==> src/rtl/demux_pkg.sv <==
// Shared constants for the 1:2 stream demultiplexer: default byte width,
// select encoding and pop-counter width.
package demux_pkg;

  localparam int DEF_WIDTH = 8;
  localparam int CNT_W     = 16;

  localparam logic SEL_OUT0 = 1'b0;
  localparam logic SEL_OUT1 = 1'b1;

endpackage

==> src/rtl/demux_fifo.sv <==
// Small synchronous FIFO with registered head data.
// A full FIFO refuses a push even when it is popped in the same cycle.
module demux_fifo #(
  parameter int WIDTH = 8,
  parameter int DEPTH = 2,
  parameter int AW    = 1
) (
  input  logic             clk,
  input  logic             rst_n,
  input  logic             push,
  input  logic [WIDTH-1:0] push_data,
  input  logic             pop,
  output logic             full,
  output logic             empty,
  output logic [WIDTH-1:0] head_data
);

  localparam logic [AW:0] FULL_CNT = (AW+1)'(DEPTH);

  logic [WIDTH-1:0] mem_q [DEPTH];
  logic [WIDTH-1:0] mem_d [DEPTH];
  logic [AW-1:0]    wr_ptr_q, wr_ptr_d;
  logic [AW-1:0]    rd_ptr_q, rd_ptr_d;
  logic [AW:0]      count_q, count_d;
  logic             push_ok, pop_ok;

  assign full      = (count_q == FULL_CNT);
  assign empty     = (count_q == '0);
  assign head_data = mem_q[rd_ptr_q];
  assign push_ok   = push & ~full;
  assign pop_ok    = pop & ~empty;

  // NOTE: every always_comb output gets a default first so no path leaves it unassigned (no latch).
  always_comb begin
    mem_d    = mem_q;
    wr_ptr_d = wr_ptr_q;
    rd_ptr_d = rd_ptr_q;
    count_d  = count_q;
    if (push_ok) begin
      mem_d[wr_ptr_q] = push_data;
      wr_ptr_d        = wr_ptr_q + AW'(1);
    end
    if (pop_ok) begin
      rd_ptr_d = rd_ptr_q + AW'(1);
    end
    case ({push_ok, pop_ok})
      2'b10:   count_d = count_q + (AW+1)'(1);
      2'b01:   count_d = count_q - (AW+1)'(1);
      default: count_d = count_q;
    endcase
  end

  // NOTE: storage is reset too (it is only DEPTH bytes) so the head reads 0 out of reset.
  // NOTE: sequential state uses non-blocking assignments so all flops update together.
  always_ff @(posedge clk or negedge rst_n) begin
    if (!rst_n) begin
      for (int i = 0; i < DEPTH; i++) mem_q[i] <= '0;
      wr_ptr_q <= '0;
      rd_ptr_q <= '0;
      count_q  <= '0;
    end else begin
      mem_q    <= mem_d;
      wr_ptr_q <= wr_ptr_d;
      rd_ptr_q <= rd_ptr_d;
      count_q  <= count_d;
    end
  end

endmodule

==> src/rtl/demux1to2_stream.sv <==
// Valid/ready 1:2 stream demultiplexer with one FIFO per output.
// Optional pop counters cnt0/cnt1 are built when DEMUX_COUNT_EN is defined.
module demux1to2_stream
  import demux_pkg::*;
#(
  parameter int WIDTH = DEF_WIDTH,
  parameter int DEPTH = 2,
  parameter int AW    = $clog2(DEPTH)
) (
  input  logic             clk,
  input  logic             rst_n,
  input  logic [WIDTH-1:0] in_data,
  input  logic             in_sel,
  input  logic             in_valid,
  output logic             in_ready,
  output logic [WIDTH-1:0] out0_data,
  output logic             out0_valid,
  input  logic             out0_ready,
  output logic [WIDTH-1:0] out1_data,
  output logic             out1_valid,
  input  logic             out1_ready
`ifdef DEMUX_COUNT_EN
  ,
  output logic [CNT_W-1:0] cnt0,
  output logic [CNT_W-1:0] cnt1
`endif
);

  logic full0, full1, empty0, empty1;
  logic push0, push1, accept;

  // Only the addressed FIFO's full flag gates acceptance; held low during reset.
  assign in_ready = rst_n & ((in_sel == SEL_OUT1) ? ~full1 : ~full0);
  assign accept   = in_valid & in_ready;
  assign push0    = accept & (in_sel == SEL_OUT0);
  assign push1    = accept & (in_sel == SEL_OUT1);

  assign out0_valid = ~empty0;
  assign out1_valid = ~empty1;

  demux_fifo #(.WIDTH(WIDTH), .DEPTH(DEPTH), .AW(AW)) u_fifo0 (
    .clk       (clk),
    .rst_n     (rst_n),
    .push      (push0),
    .push_data (in_data),
    .pop       (out0_ready),
    .full      (full0),
    .empty     (empty0),
    .head_data (out0_data)
  );

  demux_fifo #(.WIDTH(WIDTH), .DEPTH(DEPTH), .AW(AW)) u_fifo1 (
    .clk       (clk),
    .rst_n     (rst_n),
    .push      (push1),
    .push_data (in_data),
    .pop       (out1_ready),
    .full      (full1),
    .empty     (empty1),
    .head_data (out1_data)
  );

`ifdef DEMUX_COUNT_EN
  logic [CNT_W-1:0] cnt0_q, cnt0_d;
  logic [CNT_W-1:0] cnt1_q, cnt1_d;

  always_comb begin
    cnt0_d = cnt0_q;
    cnt1_d = cnt1_q;
    if (out0_valid & out0_ready) cnt0_d = cnt0_q + CNT_W'(1);
    if (out1_valid & out1_ready) cnt1_d = cnt1_q + CNT_W'(1);
  end

  always_ff @(posedge clk or negedge rst_n) begin
    if (!rst_n) begin
      cnt0_q <= '0;
      cnt1_q <= '0;
    end else begin
      cnt0_q <= cnt0_d;
      cnt1_q <= cnt1_d;
    end
  end

  assign cnt0 = cnt0_q;
  assign cnt1 = cnt1_q;
`endif

endmodule

==> config.mk <==
export PLATFORM = sky130hd
export DESIGN_NAME = demux1to2_stream
export DESIGN_NICKNAME = d
export VERILOG_FILES = /design/src/rtl/demux_pkg.sv /design/src/rtl/demux_fifo.sv /design/src/rtl/demux1to2_stream.sv
export SDC_FILE = /design/constraint.sdc
export NUM_CORES = 1
export LEC_CHECK = 0
export BUFFER_PORTS_ARGS = -buffer_cell sky130_fd_sc_hd__buf_4
export CAP_MARGIN = 20
export CELL_PAD_IN_SITES_DETAIL_PLACEMENT = 1
export CELL_PAD_IN_SITES_GLOBAL_PLACEMENT = 1
export CORE_ASPECT_RATIO = 0.9
export CORE_MARGIN = 4
export CORE_UTILIZATION = 45
export DETAILED_ROUTE_END_ITERATION = 10
export GPL_TIMING_DRIVEN = 0
export PLACE_DENSITY_LB_ADDON = 0.05
export REMOVE_ABC_BUFFERS = 1
export SLEW_MARGIN = 0
export SYNTH_ARGS = -nofsm -noshare
export SYNTH_HDL_FRONTEND = slang
export SYNTH_SLANG_ARGS = --single-unit
==> constraint.sdc <==
create_clock -name clk -period 1.64 [get_ports clk]
set_input_delay 0.082 -clock clk [delete_from_list [all_inputs] [get_ports clk]]
set_output_delay 0.082 -clock clk [all_outputs]
set_load 0.05 [all_outputs]
==> results of run 1 <==
## synthesized netlist by cell type
library cell	number
sky130_fd_sc_hd__and2_1	2
sky130_fd_sc_hd__and4_4	1
sky130_fd_sc_hd__buf_6	1
sky130_fd_sc_hd__clkbuf_1	2
sky130_fd_sc_hd__dfrtp_1	40
sky130_fd_sc_hd__ha_1	2
sky130_fd_sc_hd__mux2_2	44
sky130_fd_sc_hd__mux2_4	4
sky130_fd_sc_hd__nand2_1	1
sky130_fd_sc_hd__nand2b_4	1
sky130_fd_sc_hd__nand3_1	1
sky130_fd_sc_hd__nand4_1	1
sky130_fd_sc_hd__nand4b_1	2
sky130_fd_sc_hd__nand4b_2	1
sky130_fd_sc_hd__nor2_1	2
sky130_fd_sc_hd__nor2_4	2
sky130_fd_sc_hd__nor2b_2	2
sky130_fd_sc_hd__o211a_1	1
sky130_fd_sc_hd__or2_2	2
sky130_fd_sc_hd__xnor2_1	6
sky130_fd_sc_hd__xor2_1	4
## cells by family after synthesis
logic type                 count (synthesis)  synth area share [%]
and+or+nand+nor                           18                  7.87
adders and majority gates                  2                  1.36
muxes                                     48                  30.1
xor gates and xnor gates                  10                  4.75
buffers and inverters                      3                  1.02
AOI/OAI and AO/OA                          1                 0.543
DFF                                       40                  54.3
## stage by stage
step | setup TNS, ns | area (um^2) | util, % | hold WS (ns)
final | 0 | 2310 | 60.3 | -0.210
after global routing | -0.00220 | 2310 | 60.3 | -0.179
after CTS | 0 | 2260 | 59.0 | -0.202
after detailed placement | -0.119 | 2120 | 55.3 | 0.110
after global placement | 0 | 2120 | 55.3 | 0.0991
after floorplan | -0.142 | 1820 | - | -0.214
## final timing paths
kind	startpoint	endpoint	slack [ns]	cells past startpoint
worst max-delay path	u_fifo1.rd_ptr_q	out1_data[3]	0.04	2
worst max register to register	u_fifo1.count_q[1]	u_fifo1.count_q[1]	0.11	6
min in group clk	in_data[6]	u_fifo0.mem_q[6]	0.05	2
max in group asynchronous	rst_n	u_fifo1.count_q[0]	1.44	1
worst min-delay path	rst_n	u_fifo0.count_q[1]	-0.21	1
worst min register to register	u_fifo1.wr_ptr_q	u_fifo1.wr_ptr_q	0.50	1
## routing by layer
| metal | vias up | global-route usage, % | routed length [um] |
|---|---|---|---|
| met4 | 0 | 4.59 | 16 |
| li1 | 513 | - | - |
| met1 | 559 | 19.6 | 1580 |
| met3 | 2 | 4.35 | 195 |
| met2 | 24 | 30.3 | 2000 |
| met5 | - | 0 | 0 |
## registers in the layout, indices dropped and copies added (netlist names)
signal            count
u_fifo1.mem_q        16
u_fifo1.rd_ptr_q      1
u_fifo0.mem_q        16
u_fifo1.wr_ptr_q      1
u_fifo0.wr_ptr_q      1
u_fifo0.count_q       2
u_fifo0.rd_ptr_q      1
u_fifo1.count_q       2
## layout make-up
| cell class | count | share of cell area [%] |
|---|---|---|
| flip-flops and latches | 40 | 43.4 |
| multi-input cells | 79 | 37.4 |
| repair buffers | 37 | 12.0 |
| clock buffers | 6 | 3.14 |
| well taps | 46 | 2.49 |
| clock inverters | 2 | 1.52 |
## what timing repair did
| item | CTS | global route |
|---|---|---|
| buffers inserted | 4 | 1 |
| setup endpoints to repair | 2 | 9 |
| endpoints found under the hold margin | 40 | 40 |
| pin swaps | 1 | 4 |
| gates resized for setup | 2 | 8 |
==> impl_metrics.tcl, run 1 <==
set metrics [dict create \
    outcome "finished with violations" \
    violations_in_the_final_reports "hold timing" \
    share_of_the_yosys_chip_area_belonging_to_registers_pct 54.3 \
    post_synth.cell_area_avg_um2 15.1 \
    synth.lib_cells_used.distinct 21 \
    worst_slew_pin_slew_ns 0.564 \
    n_antenna_cell 0 \
    grt_ovf 0 \
    crit_path_max_incr_delay_ns 0.64 \
    rsz0062_at_grt "true" \
    grt_use_total_pct 16.8 \
    worst-setup-path-type "flip-flop to output pin" \
    initial_antenna_violation_count 0 \
    area_growth_syn_to_layout_pct 25.5 \
    crit_path_end_kind "output pin" \
    startpoint_kind_of_the_worst_setup_timing_path "flip-flop" \
    vias_per_cell 5.23 \
    dp_cells 197 \
    floorplan.initialDensity_pct 48.0 \
    clock_tree.root_cell "sky130_fd_sc_hd__clkbuf_8" \
    setup_viol 0 \
    cp_cell_sequence "mux2_2 > buf_4" \
    hold_violations 40 \
    postSynthRegisterBits 40 \
    layout_worst_path_cycle_share_pct 97.5 \
    die_area_mm2 0.00518 \
    place_congestion 0.705 \
    layout.nets 179 \
    final_period_minus_worst_setup_slack_ns 1.60 \
    fmax_ghz 0.625 \
    slew_headroom_pct 62.4 \
    detailed_place_hpwl_um 2690 \
    core_area_mm2 0.00384 \
    min_path_type "input port to async pin" \
    postRouteAntennaNets 0 \
    routedWlPerCell_um 18.1 \
    cp.required_ns 1.56 \
    wire_length_of_the_first_global_routing_pass_um 6240 \
    syn_area_mm2 0.00184 \
    fp-row-count 21 \
    seq_area_mm2 0.00100 \
    worst_setup_hold_path_clk_slew_ns 0.07 \
    total_number_of_h_tree_levels 2 \
    wl_um 3790 \
    detailroute.via_count 1098 \
    synth_area_leaders "sky130_fd_sc_hd__dfrtp_1 54%, sky130_fd_sc_hd__mux2_2 27%, sky130_fd_sc_hd__mux2_4 3.3%" \
    cp.arrival_ns 1.52 \
    pin_count_of_the_biggest_net_entering_global_routing 48 \
    cts_sinks 40 \
    die_h_um 68.7 \
    cts-buffers-inserted 5 \
    netlist.area_leader.share_pct 54.3 \
    io_pins 33 \
    post_route_insts_no_fill 210 \
    fillerInstances 371 \
    drt_pre_antenna_iters 4 \
    dieWidth_um 75.5 \
    cell_taking_the_most_area_after_synthesis "sky130_fd_sc_hd__dfrtp_1" \
    critical-path-slowest-cell "sky130_fd_sc_hd__dfrtp_1" \
    cap_viol_max_count 0 \
    dp_slack_ns -0.0200 \
    syn_inst 122 \
    clock_latency_ns 0.29 \
    first_global_vias 1252 \
    path_delay_family "flip-flops" \
    post-route-worst-setup-slack_ns 0.0406 \
    mostFrequentLayoutCell "sky130_fd_sc_hd__mux2_2" \
    clk_path_buf_depth 2 \
    final_layout_size_suffix_gt1_share_pct 66.5 \
    port_buffers 32 \
    ys_warn_count 0 \
    layout.cells.most_common_list "44 x sky130_fd_sc_hd__mux2_2, 38 x sky130_fd_sc_hd__dfrtp_1, 37 x sky130_fd_sc_hd__buf_4" \
    cts_tree "built" \
    cp.buffers_inverters 1 \
    drt_first_iter_violations 26 \
    drc 0 \
    hold_ws_ns -0.210 \
    path_max_fanout 9 \
    skew_final_ns 0.00359 \
    area_used_by_multi_input_combinational_logic_um2 866 \
    timing.final.max_slew_violations 0 \
]
Power of run 1 is left out: the tool's default activity adds up to more than one toggle a clock period on the data nets, which glitch-free logic cannot reach.
==> inputs of run 2 (changes only) <==
SETUP_SLACK_MARGIN = 0.4   (was not set)
==> run 2 against run 1 <==
Compared with the run above:
- the run still ends with hold timing left
- critical path type is now flip-flop to flip-flop
- register-to-register slack got worse by 0.03 ns
- die area did not move
- flip-flop and latch count did not move
- first-iteration DRC count rose by 54%
- sequential share of layout area fell by 6.3 points
- highest routed layer unchanged
- via count rose by 11%
- non-clock buffer count rose by 15
- core utilization rose by 10 points
- routed wire length rose by 34%
- global-route usage rose by 4.3 points
- count of clock-buffer cells in the layout did not move
==> impl_metrics.tcl, run 2 (synthesis gave the netlist of run 1 again) <==
set metrics [dict create \
    outcome "finished with violations" \
    violations_in_the_final_reports "hold timing" \
    detailroute.via_count 1215 \
    wire_length_of_the_first_global_routing_pass_um 7650 \
    worst_setup_hold_path_clk_slew_ns 0.08 \
    core_area_mm2 0.00384 \
    crit-reg2reg-capture "u_fifo1.count_q[1]" \
    wl_um 5080 \
    layout.cells.most_common_list "37 x sky130_fd_sc_hd__dfrtp_1, 31 x sky130_fd_sc_hd__mux2_4, 22 x sky130_fd_sc_hd__buf_4, 22 x sky130_fd_sc_hd__buf_6, 17 x sky130_fd_sc_hd__mux2_2" \
    n_antenna_cell 0 \
    die_area_mm2 0.00518 \
    rr_startpoint "u_fifo1.count_q[1]" \
    rsz0062_at_grt "true" \
    grt_ovf 0 \
    clock_tree.root_cell "sky130_fd_sc_hd__clkbuf_8" \
    drc 0 \
    crit_path_end_kind "flip-flop" \
    fp-row-count 21 \
    fmax_ghz 0.640 \
    place_congestion 0.705 \
    mostFrequentLayoutCell "sky130_fd_sc_hd__dfrtp_1" \
    cp.required_ns 1.81 \
    final_cell_area_mm2 0.00271 \
    dieWidth_um 75.5 \
    place_area_mm2 0.00212 \
    path_max_fanout 3 \
    cts-buffers-inserted 5 \
    vias_per_cell 5.40 \
    routedWlPerCell_um 22.6 \
    clk_path_buf_depth 2 \
    fillerInstances 338 \
    hold_ws_ns -0.300 \
    die_h_um 68.7 \
    grt_use_total_pct 21.1 \
    pin_count_of_the_biggest_net_entering_global_routing 48 \
    worst_slew_pin_slew_ns 0.432 \
    slack_of_the_worst_reg_to_reg_path_ns 0.08 \
    postRouteAntennaNets 0 \
    area_growth_syn_to_layout_pct 46.8 \
    timing.final.max_slew_violations 0 \
    floorplan.initialDensity_pct 48.0 \
    final_period_minus_worst_setup_slack_ns 1.56 \
    worst-setup-path-type "flip-flop to flip-flop" \
    drt_first_iter_violations 40 \
    detailed_place_hpwl_um 2690 \
    reg.largest.list "u_fifo0.mem_q (16), u_fifo1.mem_q (16)" \
    clock_latency_ns 0.29 \
    layout_worst_path_cycle_share_pct 95.3 \
    cell_count_of_the_worst_reg_to_reg_path 6 \
    final_layout_size_suffix_gt1_share_pct 71.5 \
    cts_sinks 40 \
    min_path_type "input port to async pin" \
    slew_headroom_pct 71.2 \
    io_pins 33 \
    first_global_vias 1385 \
    port_buffers 32 \
    skew_final_ns 0.00712 \
    total_number_of_h_tree_levels 2 \
    cp.arrival_ns 1.74 \
    hold_violations 40 \
    drt_pre_antenna_iters 4 \
    cts_tree "built" \
    cap_viol_max_count 0 \
    initial_antenna_violation_count 0 \
    layout.nets 194 \
    setup_viol 0 \
    startpoint_kind_of_the_worst_setup_timing_path "flip-flop" \
]
[run 2: layer usage]
| metal | wire length (um) | vias up | GRT usage, % |
|---|---|---|---|
| met5 | 0 | - | 0 |
| met4 | 95 | 0 | 6.55 |
| met3 | 197 | 9 | 4.78 |
| met2 | 2640 | 31 | 37.6 |
| met1 | 2150 | 631 | 25.2 |
| li1 | - | 544 | - |
[run 2: area by class of cell]
class / count / area (um^2) / area share [%]
Timing Repair Buffer: 52 / 543 / 20.1
Clock inverter: 2 / 35.0 / 1.29
Clock buffer: 6 / 72.6 / 2.68
Multi-Input combinational cell: 79 / 993 / 36.7
Tap cell: 46 / 57.6 / 2.13
Sequential cell: 40 / 1000 / 37.1
[run 2: critical path, stage by stage (launching register included)]
cell                       delay [ns]
sky130_fd_sc_hd__dfrtp_1         0.41
sky130_fd_sc_hd__nor2b_4         0.15
sky130_fd_sc_hd__nand4b_1        0.24
sky130_fd_sc_hd__ha_2            0.26
sky130_fd_sc_hd__xnor2_2         0.17
sky130_fd_sc_hd__nor2_1          0.07
sky130_fd_sc_hd__xor2_1          0.16
[run 2: worst max path at each step]
stage                              end  slack (ns)               start  cells past startpoint
floorplan           u_fifo0.count_q[1]       -0.08  u_fifo0.count_q[1]                      5
global placement      u_fifo1.mem_q[9]        0.03               rst_n                      4
detailed placement    u_fifo1.mem_q[9]       -0.02               rst_n                      4
CTS                 u_fifo1.count_q[1]        0.11  u_fifo1.count_q[1]                      6
global route        u_fifo1.count_q[1]        0.02  u_fifo1.count_q[1]                      6
finish              u_fifo1.count_q[1]        0.08  u_fifo1.count_q[1]                      6
[run 2: metrics by stage]
step                      util [%]  setup slack [ns]  instances  setup TNS (ns)
after floorplan                  -           -0.0805        119          -0.142
after global placement        55.3            0.0317        197               0
after detailed placement      55.3           -0.0200        197          -0.119
after CTS                     67.2             0.106        220               0
after global routing          70.5            0.0236        225               0
final                         70.5            0.0765        225               0
[run 2: repair_timing]
action                                  CTS  global route
resized for setup                        58            21
endpoints found under the hold margin    40            40
gates cloned                              0             0
endpoints found under the setup margin   55            55
buffers inserted                         15             5
pin swaps                                 6             5
Power of run 2 is left out for the same reason.
